[src/rtl/rr_mux_arbiter.sv]
// ---------------------------------------------------------------------------
// rr_mux_arbiter
//
// Four requesters (A=0, B=1, C=2, D=3) compete for a single registered output
// slot. A round-robin arbiter picks one requester whenever the output register
// can take a new word. A 4:1 data mux steered by sel_o delivers that word into
// the output register. The output register follows a valid/ready handshake, so
// a FULL register that is being drained can be refilled in the same cycle.
//
// Ports
//   clk_i        single clock, all state updates on the rising edge
//   reset_i      synchronous active-high reset
//   req_i[3:0]   one request bit per requester
//   dataA_i..dataD_i  requester words, held stable while the request is up
//   outReady_i   consumer accepts outData_o when outValid_o is also high
//   gnt_o[3:0]   one-hot grant, high only in the cycle a word is captured
//   sel_o[1:0]   mux select: winner in a capture cycle, otherwise last winner
//   outData_o    registered captured word
//   outValid_o   outData_o holds a word that has not been consumed yet
//   xferCount_o  free-running count of captured words (wraps at 16 bits)
// ---------------------------------------------------------------------------

module Mux4 #(
  parameter int WIDTH = 32
) (
  input  logic [1:0]       sel_i,
  input  logic [WIDTH-1:0] in0_i,
  input  logic [WIDTH-1:0] in1_i,
  input  logic [WIDTH-1:0] in2_i,
  input  logic [WIDTH-1:0] in3_i,
  output logic [WIDTH-1:0] out_o
);

  // Plain 4:1 data mux; the select covers all four codes.
  always_comb begin
    out_o = in0_i;
    case (sel_i)
      2'd0: out_o = in0_i;
      2'd1: out_o = in1_i;
      2'd2: out_o = in2_i;
      2'd3: out_o = in3_i;
      default: out_o = in0_i;
    endcase
  end

endmodule

module rr_mux_arbiter #(
  parameter int DATA_WIDTH = 32
) (
  input  logic                  clk_i,
  input  logic                  reset_i,
  input  logic [3:0]            req_i,
  input  logic [DATA_WIDTH-1:0] dataA_i,
  input  logic [DATA_WIDTH-1:0] dataB_i,
  input  logic [DATA_WIDTH-1:0] dataC_i,
  input  logic [DATA_WIDTH-1:0] dataD_i,
  input  logic                  outReady_i,
  output logic [3:0]            gnt_o,
  output logic [1:0]            sel_o,
  output logic [DATA_WIDTH-1:0] outData_o,
  output logic                  outValid_o,
  output logic [15:0]           xferCount_o
);

  typedef enum logic {
    EMPTY = 1'b0,
    FULL  = 1'b1
  } state_t;

  state_t                state_q, state_d;
  logic [DATA_WIDTH-1:0] outData_q, outData_d;
  logic [1:0]            lastSel_q, lastSel_d;
  logic [15:0]           xferCount_q, xferCount_d;

  logic [1:0]            winner;
  logic [1:0]            searchIdx;
  logic                  anyReq;
  logic                  captureSlot;
  logic                  capture;
  logic [DATA_WIDTH-1:0] muxOut;

  // Round-robin search starting just after the last winner. Offset 4 wraps
  // back to lastSel_q itself, so the previous winner has lowest priority.
  always_comb begin
    winner    = lastSel_q;
    searchIdx = lastSel_q;
    anyReq    = 1'b0;
    for (int k = 1; k <= 4; k++) begin
      searchIdx = lastSel_q + 2'(k);
      if (!anyReq && req_i[searchIdx]) begin
        winner = searchIdx;
        anyReq = 1'b1;
      end
    end
  end

  // A slot opens when the register is empty or is being drained this cycle;
  // reset closes every slot so nothing is granted while it is held.
  always_comb begin
    captureSlot = !reset_i && ((state_q == EMPTY) || outReady_i);
    capture     = captureSlot && anyReq;
  end

  // Grant and select are combinational so a requester sees its grant in the
  // same cycle its word is taken.
  always_comb begin
    gnt_o = 4'b0000;
    sel_o = lastSel_q;
    if (reset_i) begin
      sel_o = 2'b11;
    end else if (capture) begin
      sel_o = winner;
      gnt_o = 4'b0001 << winner;
    end
  end

  Mux4 #(
    .WIDTH (DATA_WIDTH)
  ) uDataMux (
    .sel_i (sel_o),
    .in0_i (dataA_i),
    .in1_i (dataB_i),
    .in2_i (dataC_i),
    .in3_i (dataD_i),
    .out_o (muxOut)
  );

  // Next-state logic: a capture always refills the register (even when a
  // word is being drained in the same cycle); a drain with no request empties it.
  always_comb begin
    state_d     = state_q;
    outData_d   = outData_q;
    lastSel_d   = lastSel_q;
    xferCount_d = xferCount_q;
    if (capture) begin
      state_d     = FULL;
      outData_d   = muxOut;
      lastSel_d   = winner;
      xferCount_d = xferCount_q + 16'd1;
    end else if ((state_q == FULL) && outReady_i) begin
      state_d = EMPTY;
    end
  end

  // State registers. lastSel resets to 3 so the first search starts at A.
  always_ff @(posedge clk_i) begin
    if (reset_i) begin
      state_q     <= EMPTY;
      outData_q   <= '0;
      lastSel_q   <= 2'b11;
      xferCount_q <= 16'd0;
    end else begin
      state_q     <= state_d;
      outData_q   <= outData_d;
      lastSel_q   <= lastSel_d;
      xferCount_q <= xferCount_d;
    end
  end

  assign outData_o   = outData_q;
  assign outValid_o  = (state_q == FULL);
  assign xferCount_o = xferCount_q;

endmodule

[config.mk]
export PLATFORM = sky130hd
export DESIGN_NAME = rr_mux_arbiter
export DESIGN_NICKNAME = d
export VERILOG_FILES = /design/src/rtl/rr_mux_arbiter.sv
export SDC_FILE = /design/constraint.sdc
export NUM_CORES = 1
export LEC_CHECK = 0
export ABC_AREA = 1
export BUFFER_PORTS_ARGS = -buffer_cell sky130_fd_sc_hd__buf_2
export CAP_MARGIN = 20
export CORE_MARGIN = 2
export CORE_UTILIZATION = 45
export CTS_CLUSTER_DIAMETER = 120
export DETAILED_ROUTE_END_ITERATION = 8
export HOLD_SLACK_MARGIN = 0.1
export PLACE_DENSITY_LB_ADDON = 0.15
export SLEW_MARGIN = 40
export SYNTH_ARGS = -nofsm -noshare
export SYNTH_HDL_FRONTEND = slang
export SYNTH_SLANG_ARGS = --single-unit
[constraint.sdc]
create_clock -name clk_i -period 3.4 [get_ports clk_i]
set_clock_uncertainty 0.1 [all_clocks]
set_input_delay 0.68 -clock clk_i [delete_from_list [all_inputs] [get_ports clk_i]]
set_output_delay 0.68 -clock clk_i [all_outputs]
set_load 0.005 [all_outputs]
Word level (Yosys, flattened, before mapping)
Cells that the tools add are included.
{"block": "totals", "out_inout_bits": 55, "regBits": 51, "input_bits": 135}
{"block": "classes", "n_lt_le_gt_ge": 4, "addsub": 4, "muxes": 23, "shifts": 1, "bitwise": 1, "n_reduce_logical": 13, "eq_ne": 3}
{"operator": "32-bit one-hot mux with 4 select lines", "count": 1}
{"operator": "16-bit by 1-bit adder with 16-bit output, second input constant", "count": 1}
{"operator": "2-bit by 3-bit < comparator with 1-bit output, second input constant", "count": 4}
{"operator": "2-bit 2-to-1 mux", "count": 6}
{"operator": "1-bit 2-to-1 mux", "count": 10}
{"operator": "1-bit binary-select mux with 2-bit select", "count": 4}
{"operator": "4-bit 2-to-1 mux", "count": 2}
{"operator": "1-bit logical AND", "count": 6}
{"operator": "2-bit adder, second input constant", "count": 2}
{"operator": "2-bit == test, second input constant", "count": 2}
{"operator": "1-bit zero test", "count": 4}
{"operator": "1-bit by 2-bit << shifter with 4-bit output, first input constant", "count": 1}
{"operator": "2-bit by 1-bit adder with 2-bit output, second input constant", "count": 1}
{"operator": "2-bit by 1-bit == test with 1-bit output, second input constant", "count": 1}
{"operator": "2-bit zero test", "count": 1}
{"operator": "2-bit nonzero test", "count": 1}
{"operator": "1-bit logical OR", "count": 1}
{"operator": "1-bit inverter", "count": 1}

Longest topological paths before layout
Gate-level depths: netlist of the first run.
{"block": "logic_depth", "ltp_word": 18, "ltp_mapped": 21, "ltp_nobuf": 18}

By module
A second synthesis of the first run with hierarchy kept.
{"block": "hier_totals", "hier_cells": 545, "area_unflattened_um2": 3641.0}
{"module": "rr_mux_arbiter", "area_per_inst_um2": 2562.5, "cells_per_inst": 359, "n_inst": 1}
{"module": "Mux4", "area_per_inst_um2": 1078.5, "cells_per_inst": 186, "n_inst": 1}

Worst setup path after synthesis of the first run
OpenSTA, ideal clock, no wires.
{"block": "synth_path", "kind": "input to output", "startpoint": "input port req_i[1]", "endpoint": "output port sel_o[0]", "path_buffers": 2, "setup_slack_ps": 821, "stages": 11, "required_ps": 2620, "arrival_time_ps": 1799, "cell_sequence": "inv_1 -> nand2_1 -> nand3_1 -> nand2_1 -> nor2_8 -> nand3_4 -> nand2_2 -> buf_6 -> nor2_4 -> nor2_8 -> buf_6"}
{"block": "synth_between", "elab_chain_cells": 15}
{"element": "start: declaration", "line": "53", "text": "input logic [3:0] req_i,"}
{"element": "1-bit binary-select mux with 2-bit select", "line": "91", "text": "if (!anyReq && req_i[searchIdx]) begin"}
{"element": "1-bit 2-to-1 mux (not written as such)", "line": "91"}
{"element": "1-bit 2-to-1 mux", "line": "91"}
{"element": "1-bit zero test", "line": "91"}
{"element": "1-bit logical AND", "line": "91"}
{"element": "1-bit 2-to-1 mux", "line": "91"}
{"element": "1-bit zero test", "line": "91"}
{"element": "1-bit logical AND", "line": "91"}
{"element": "1-bit 2-to-1 mux", "line": "91"}
{"element": "1-bit zero test", "line": "91"}
{"element": "1-bit logical AND", "line": "91"}
{"element": "1-bit 2-to-1 mux", "line": "91"}
{"element": "1-bit logical AND", "line": "102", "text": "capture = captureSlot && anyReq;"}
{"element": "2-bit 2-to-1 mux (*)", "line": "112", "text": "end else if (capture) begin"}
{"element": "2-bit 2-to-1 mux (*)"}
{"element": "end: declaration", "line": "60", "text": "output logic [1:0] sel_o,"}
Every way passes the cells marked *; elsewhere a longest branch is shown, timed or not. The select of a mux whose other input is x is not followed.

Worst setup path after layout of the first run
{"block": "layout_path", "startpoint": "register lastSel_q[0]", "endpoint": "output port sel_o[1]"}
{"block": "layout_between", "elab_chain_cells": 16}
{"element": "start: declaration", "line": "73", "text": "logic [1:0] lastSel_q, lastSel_d;"}
{"element": "start signal: assignment", "line": "156", "text": "lastSel_q <= lastSel_d;"}
{"element": "2-bit by 1-bit adder with 2-bit output", "line": "90", "text": "searchIdx = lastSel_q + 2'(k);"}
{"element": "1-bit binary-select mux with 2-bit select", "line": "91"}
{"element": "1-bit 2-to-1 mux (not written as such)", "line": "91"}
{"element": "1-bit 2-to-1 mux", "line": "91"}
{"element": "1-bit zero test", "line": "91"}
{"element": "1-bit logical AND", "line": "91"}
{"element": "1-bit 2-to-1 mux", "line": "91"}
{"element": "1-bit zero test", "line": "91"}
{"element": "1-bit logical AND", "line": "91"}
{"element": "1-bit 2-to-1 mux", "line": "91"}
{"element": "1-bit zero test", "line": "91"}
{"element": "1-bit logical AND", "line": "91"}
{"element": "1-bit 2-to-1 mux", "line": "91"}
{"element": "1-bit logical AND", "line": "102"}
{"element": "2-bit 2-to-1 mux (*)", "line": "112"}
{"element": "2-bit 2-to-1 mux (*)"}
Marked as above.

==> flow_metrics.tcl, run 1 <==
set metrics [dict create \
    status "completed" \
    cp_data_required_time_ns 2.62 \
    wl_per_cell_um 12.7 \
    fp.coreArea_um2 7810 \
    tightest_slew_ns 0.493 \
    path_cells "inv_4 -> nand2_1 -> nand2_1 -> nand2_1 -> nand2_1 -> nor2_8 -> nand3_4 -> nand2_2 -> inv_2 -> nand2_1 -> nand2_4 -> buf_2" \
    postLayoutCellArea_um2 4690 \
    first_global_vias 3627 \
    cts_resized 0 \
    synth-async-reset-ratio_pct 0 \
    place.gp.congestion 0.773 \
    drc 0 \
    place_area_um2 4560 \
    ys_seq_area_share_pct 27.8 \
    max_slew_margin_pct 66.8 \
    cts_hold_buf 0 \
    p_switching_mw 1.78 \
    powerDensity_nw_per_um2 782 \
    synthDistinctLibCells 37 \
    synthAdderAreaFrac_pct 0.340 \
    fillCellCount 774 \
    muxShareOfSynthArea_pct 0 \
    crit_path_frequent_cell "nand2_1" \
    r2r_cells 14 \
    period_needed_ns 3.05 \
    synth-edff-count 0 \
    placed_cells 846 \
    ys_dominant_reg_cell "dfxtp_1" \
    grt_max_degree 79 \
    antenna_found_initial 0 \
    setup_viol 0 \
    synth-compound-area-share_pct 9.77 \
    netlist.area_leader.share_pct 27.8 \
    syn2layout_area_growth_pct 27.6 \
    p_comb_share_pct 62.8 \
    rsz0062_at_grt "no" \
    avgSynthCellArea_um2 6.31 \
    grt_first_pass_wirelength_um 16700 \
    synthTopCellsByArea "dfxtp_1 (28%), nand2_1 (20%), nand3_1 (13%)" \
    crit_path_max_fanout 13 \
    cp-start-kind "flop" \
    drt.antenna.violating_nets 0 \
    drv_slew 0 \
    die_area_um2 8910 \
    crit_slowest_cell "dfxtp_1" \
    start_util_pct 47.1 \
    rows 32 \
    yosysTopAreaCell "dfxtp_1" \
    cts-root-buf "clkbuf_8" \
    hold_depth 2 \
    arrival_ns 2.27 \
    firstDrtPassIters 5 \
    cts_max_path_buffers 2 \
    min_period_over_period_pct 89.6 \
    clk_latency_ns 0.30 \
    routed_via_density 5.00 \
    nNetsFinal 887 \
    overflow 0 \
    stdcell_count 854 \
    drv_cap 0 \
    peakVddDrop_uv 362 \
    grt_usage_pct 23.0 \
    route.vias.total 4267 \
    dieHeight_um 94.4 \
    cp-end-kind "output port" \
    routed_wirelength_um 10800 \
    postCtsSetupRepairBufs 0 \
    syn_nets 719 \
    yosys.area_share.xor_xnor_pct 0.238 \
    sequentialPowerShare_pct 23.4 \
    hp-class "flop to flop" \
    power.internal_mw 1.89 \
    synth_area_um2 3680 \
    cts.sinks 51 \
    setup_tns_ns 0 \
    critPathKind "flop to output port" \
    num_io_pins 190 \
    clkPwrFrac_pct 13.8 \
    cp_slowest_stage_delay_ns 0.56 \
    pre_cts_slack_ns 0.364 \
    synth_most_common_cell "nand2_1" \
    holdWs_ns 0.352 \
    hpwl_um 8090 \
    htreeDepth 2 \
    layout-drive-gt1-share_pct 33.2 \
    cts_made_buffers 5 \
    hold_viol 0 \
    synthTopCellsByCount "nand2_1 (193), nand3_1 (99), dfxtp_1 (51)" \
    num_antenna_cells 0 \
    worst_slack_ns 0.352 \
    postSynthCellCount 583 \
    p_sw_share_pct 48.5 \
    drtIter0Drc 143 \
    leakage_nw 2.62 \
    synth_warnings 0 \
    clk_pin_slew_worst_paths_ns 0.10 \
    fmax_ghz 0.328 \
    cts_tree "done" \
    synth_top_family_by_area "simple AND/OR/NAND/NOR gates" \
    port_buffers 189 \
    synth_seq_cells 51 \
    fp.dieW_um 94.4 \
    synth-simple-area-share_pct 47.6 \
]
==> cell type report <==
type,instances,area (um2),share of cell area (%)
timing repair buffer,197,1030,22.0
tap,102,128,2.72
multi-input combinational,431,2130,45.4
clock inverter,3,67.6,1.44
sequential,51,1020,21.8
inverter,65,246,5.25
clock buffer,5,68.8,1.47
==> registers in the layout (all words and copies together) (netlist names) <==
| register | cells |
|---|---|
| outData_o | 32 |
| lastSel_q | 2 |
| xferCount_o | 16 |
| outValid_o | 1 |
==> worst paths after layout <==
kind                               startpoint         endpoint  slack (ns)
worst max-delay path             lastSel_q[0]         sel_o[1]        0.35
worst min-delay path            outData_o[26]    outData_o[26]        0.35
worst max register to register   lastSel_q[0]  xferCount_o[13]        0.52
worst min register to register  outData_o[26]    outData_o[26]        0.35
==> logic make-up (layout without fill, tap and decap cells) <==
group | Yosys count | count (layout)
and+or+nand+nor | 369 | 369
buffers and inverters | 101 | 270
AOI/OAI and AO/OA | 60 | 60
DFF | 51 | 51
adders and majority gates | 1 | 1
xor gates and xnor gates | 1 | 1
==> per-stage QoR <==
step                      power, mW  util, %
final                          3.67     60.1
after global routing           4.03     60.1
after CTS                      3.69     60.1
after detailed placement       3.17     58.3
after global placement         3.13     58.3
after floorplan                2.75        -
==> cells in the final DEF, fill, tap and decap left out, types with 2 or more instances in the layout <==
cell type / netlist / layout
buf_12: 0 / 2
o21bai_1: 15 / 15
nand2_1: 193 / 193
o21a_1: 2 / 2
or2_1: 2 / 2
bufinv_16: 0 / 2
dfxtp_1: 51 / 51
nand2_4: 2 / 2
o21ai_0: 19 / 19
nand3_1: 99 / 99
a21oi_1: 12 / 12
nor3_1: 7 / 7
nor2_1: 17 / 17
nor2_8: 2 / 2
buf_2: 8 / 189
o21ai_1: 8 / 8
inv_2: 26 / 26
inv_1: 38 / 38
nand2_2: 7 / 7
nand3b_1: 32 / 32
clkbuf_8: 0 / 5
buf_4: 6 / 6
==> metal layers <==
layer	vias to the layer above	share of wire, %	GRT usage, %
li1	2204	-	-
met1	1910	42	29.4
met2	142	49	39.8
met3	11	8.0	4.87
met4	0	1.1	5.56
met5	-	0	0
==> power by group through the flow <==
stage               combinational, mW  sequential [mW]  clock, mW
floorplan                        1.89            0.861          0
global placement                 2.27            0.865          0
detailed placement               2.31            0.868          0
CTS                              2.31            0.858      0.522
global route                     2.61            0.878      0.546
finish                           2.30            0.859      0.507
==> critical path, delay by kind of cell (launching register included) <==
family	cells	cell delay [ns]
buffers and inverters	3	0.35
DFF	1	0.56
and+or+nand+nor	9	1.06
Power figures use the tool's default switching activity.
==> run 2, diff against run 1 <==
--- a/config.mk
+++ b/config.mk
@@ -9,7 +9,7 @@
 export BUFFER_PORTS_ARGS = -buffer_cell sky130_fd_sc_hd__buf_2
 export CAP_MARGIN = 20
 export CORE_MARGIN = 2
-export CORE_UTILIZATION = 45
+export CORE_UTILIZATION = 50
 export CTS_CLUSTER_DIAMETER = 120
 export DETAILED_ROUTE_END_ITERATION = 8
 export HOLD_SLACK_MARGIN = 0.1
==> flow_metrics.tcl, run 2 (synthesis gave the netlist of run 1 again) <==
set metrics [dict create \
    cts_max_path_buffers 2 \
    sequentialPowerShare_pct 24.3 \
    grt_first_pass_wirelength_um 17300 \
    route.vias.total 4240 \
    rsz0062_at_grt "no" \
    min_period_over_period_pct 92.4 \
    port_buffers 189 \
    layout-drive-gt1-share_pct 33.1 \
    period_needed_ns 3.14 \
    grt_max_degree 79 \
    fp.coreArea_um2 7180 \
    cp-start-kind "flop" \
    setup_tns_ns 0 \
    final_common_cell "nand2_1" \
    clk_latency_ns 0.30 \
    layout_common_cells "nand2_1 (193), buf_2 (189), nand3_1 (99)" \
    crit_path_max_fanout 21 \
    rr_startpoint "lastSel_q[0]" \
    place.gp.congestion 0.824 \
    max_slew_margin_pct 66.5 \
    setup_viol 0 \
    grt_usage_pct 25.3 \
    critPathKind "flop to output port" \
    cts_tree "done" \
    power.internal_mw 1.74 \
    crit_slowest_cell "dfxtp_1" \
    syn2layout_area_growth_pct 26.1 \
    firstDrtPassIters 4 \
    die_area_um2 8060 \
    rows 31 \
    hp-class "flop to flop" \
    clk_pin_slew_worst_paths_ns 0.10 \
    path_cells "inv_4 -> nand2_1 -> nand2_1 -> nand2_1 -> nand2_1 -> nor2_8 -> nand3_4 -> nand2_2 -> nor2_4 -> nor2_8 -> buf_2" \
    grt_use_met1_pct 32.2 \
    cp_slowest_stage_delay_ns 0.56 \
    cts_made_buffers 5 \
    antenna_found_initial 0 \
    p_sw_share_pct 50.6 \
    tightest_slew_ns 0.497 \
    drc 0 \
    hold_viol 0 \
    p_switching_mw 1.78 \
    final_core_util_pct 64.6 \
    hpwl_um 7810 \
    power_mw 3.52 \
    crit_path_frequent_cell "nand2_1" \
    start_util_pct 51.2 \
    stdcell_count 851 \
    hold_path.startpoint "outData_o[6]" \
    overflow 0 \
    r2r_cells 14 \
    htreeDepth 2 \
    routed_wirelength_um 10700 \
    status "completed" \
    nNetsFinal 887 \
    fp.dieW_um 89.8 \
    drv_slew 0 \
    placed_cells 843 \
    peakVddDrop_uv 337 \
    arrival_ns 2.36 \
    cts-root-buf "clkbuf_8" \
    cts.sinks 51 \
    drt.antenna.violating_nets 0 \
    hold_depth 2 \
    holdPathEnd "outData_o[6]" \
    cts_hold_buf 0 \
    cts_resized 0 \
    grt_busiest_layer "met2" \
    powerDensity_nw_per_um2 759 \
    routed_via_density 4.98 \
    rrSetupSlack_ns 0.54 \
    reg2reg_to "xferCount_o[13]" \
    fmax_ghz 0.318 \
    cp-end-kind "output port" \
    wl_per_cell_um 12.6 \
    largest_register_ffs 32 \
    clkPwrFrac_pct 10.1 \
    grtUsageMet2_pct 44.1 \
    leakage_nw 2.60 \
    num_io_pins 190 \
    p_comb_share_pct 65.5 \
    first_global_vias 3709 \
    drv_cap 0 \
    grtUsageMet3_pct 5.03 \
    num_antenna_cells 0 \
    dieHeight_um 89.8 \
    cp_data_required_time_ns 2.62 \
    postCtsSetupRepairBufs 0 \
    drtIter0Drc 174 \
]
[run 2: worst max-delay path: cells and delay by family, from the launching register on]
kind | cells | cell delay (ns)
buffers and inverters | 2 | 0.28
flip-flops | 1 | 0.56
AND/OR/NAND/NOR | 9 | 1.21
[run 2: worst max path at each step]
| stage | slack (ns) | depth (start not counted) | to | start |
|---|---|---|---|---|
| final | 0.26 | 11 | sel_o[0] | lastSel_q[0] |
| after global routing | 0.07 | 11 | sel_o[0] | lastSel_q[0] |
| after detailed placement | 0.41 | 11 | sel_o[0] | req_i[1] |
| after global placement | 0.49 | 15 | xferCount_o[13] | req_i[2] |
| after CTS | 0.24 | 11 | sel_o[0] | lastSel_q[0] |
| after floorplan | 0.82 | 11 | sel_o[0] | req_i[1] |
[run 2: power by group through the flow]
stage | Clock (mW) | Combinational, mW | Sequential [mW]
after floorplan | 0 | 1.89 | 0.861
after global placement | 0 | 2.24 | 0.861
after CTS | 0.362 | 2.31 | 0.855
after detailed placement | 0 | 2.30 | 0.866
after global routing | 0.388 | 2.60 | 0.878
final | 0.356 | 2.31 | 0.857
[run 2: per-layer routing]
| layer | vias up | wire (um) |
|---|---|---|
| li1 | 2202 | - |
| met5 | - | 0 |
| met4 | 0 | 155 |
| met2 | 149 | 5180 |
| met3 | 11 | 775 |
| met1 | 1878 | 4610 |
[run 2: area by class of cell]
cell class / instances / area, um2
Sequential cell: 51 / 1020
Clock inverter: 2 / 12.5
Clock buffer: 6 / 72.6
Tap cell: 99 / 124
Inverter: 65 / 246
Timing Repair Buffer: 197 / 1030
Fill cell: 674 / 2540
Multi-Input combinational cell: 431 / 2130
[run 2: stage by stage]
| stage | hold slack (ns) | instance area (um2) | setup WS, ns |
|---|---|---|---|
| 6_report | 0.352 | 4640 | 0.258 |
| 5_1_grt | 0.370 | 4640 | 0.0694 |
| 4_1_cts | 0.356 | 4640 | 0.236 |
| 3_5_place_dp | 0.334 | 4550 | 0.408 |
| 3_3_place_gp | 0.330 | 4550 | 0.487 |
| 2_1_floorplan | 0.346 | 3680 | 0.821 |
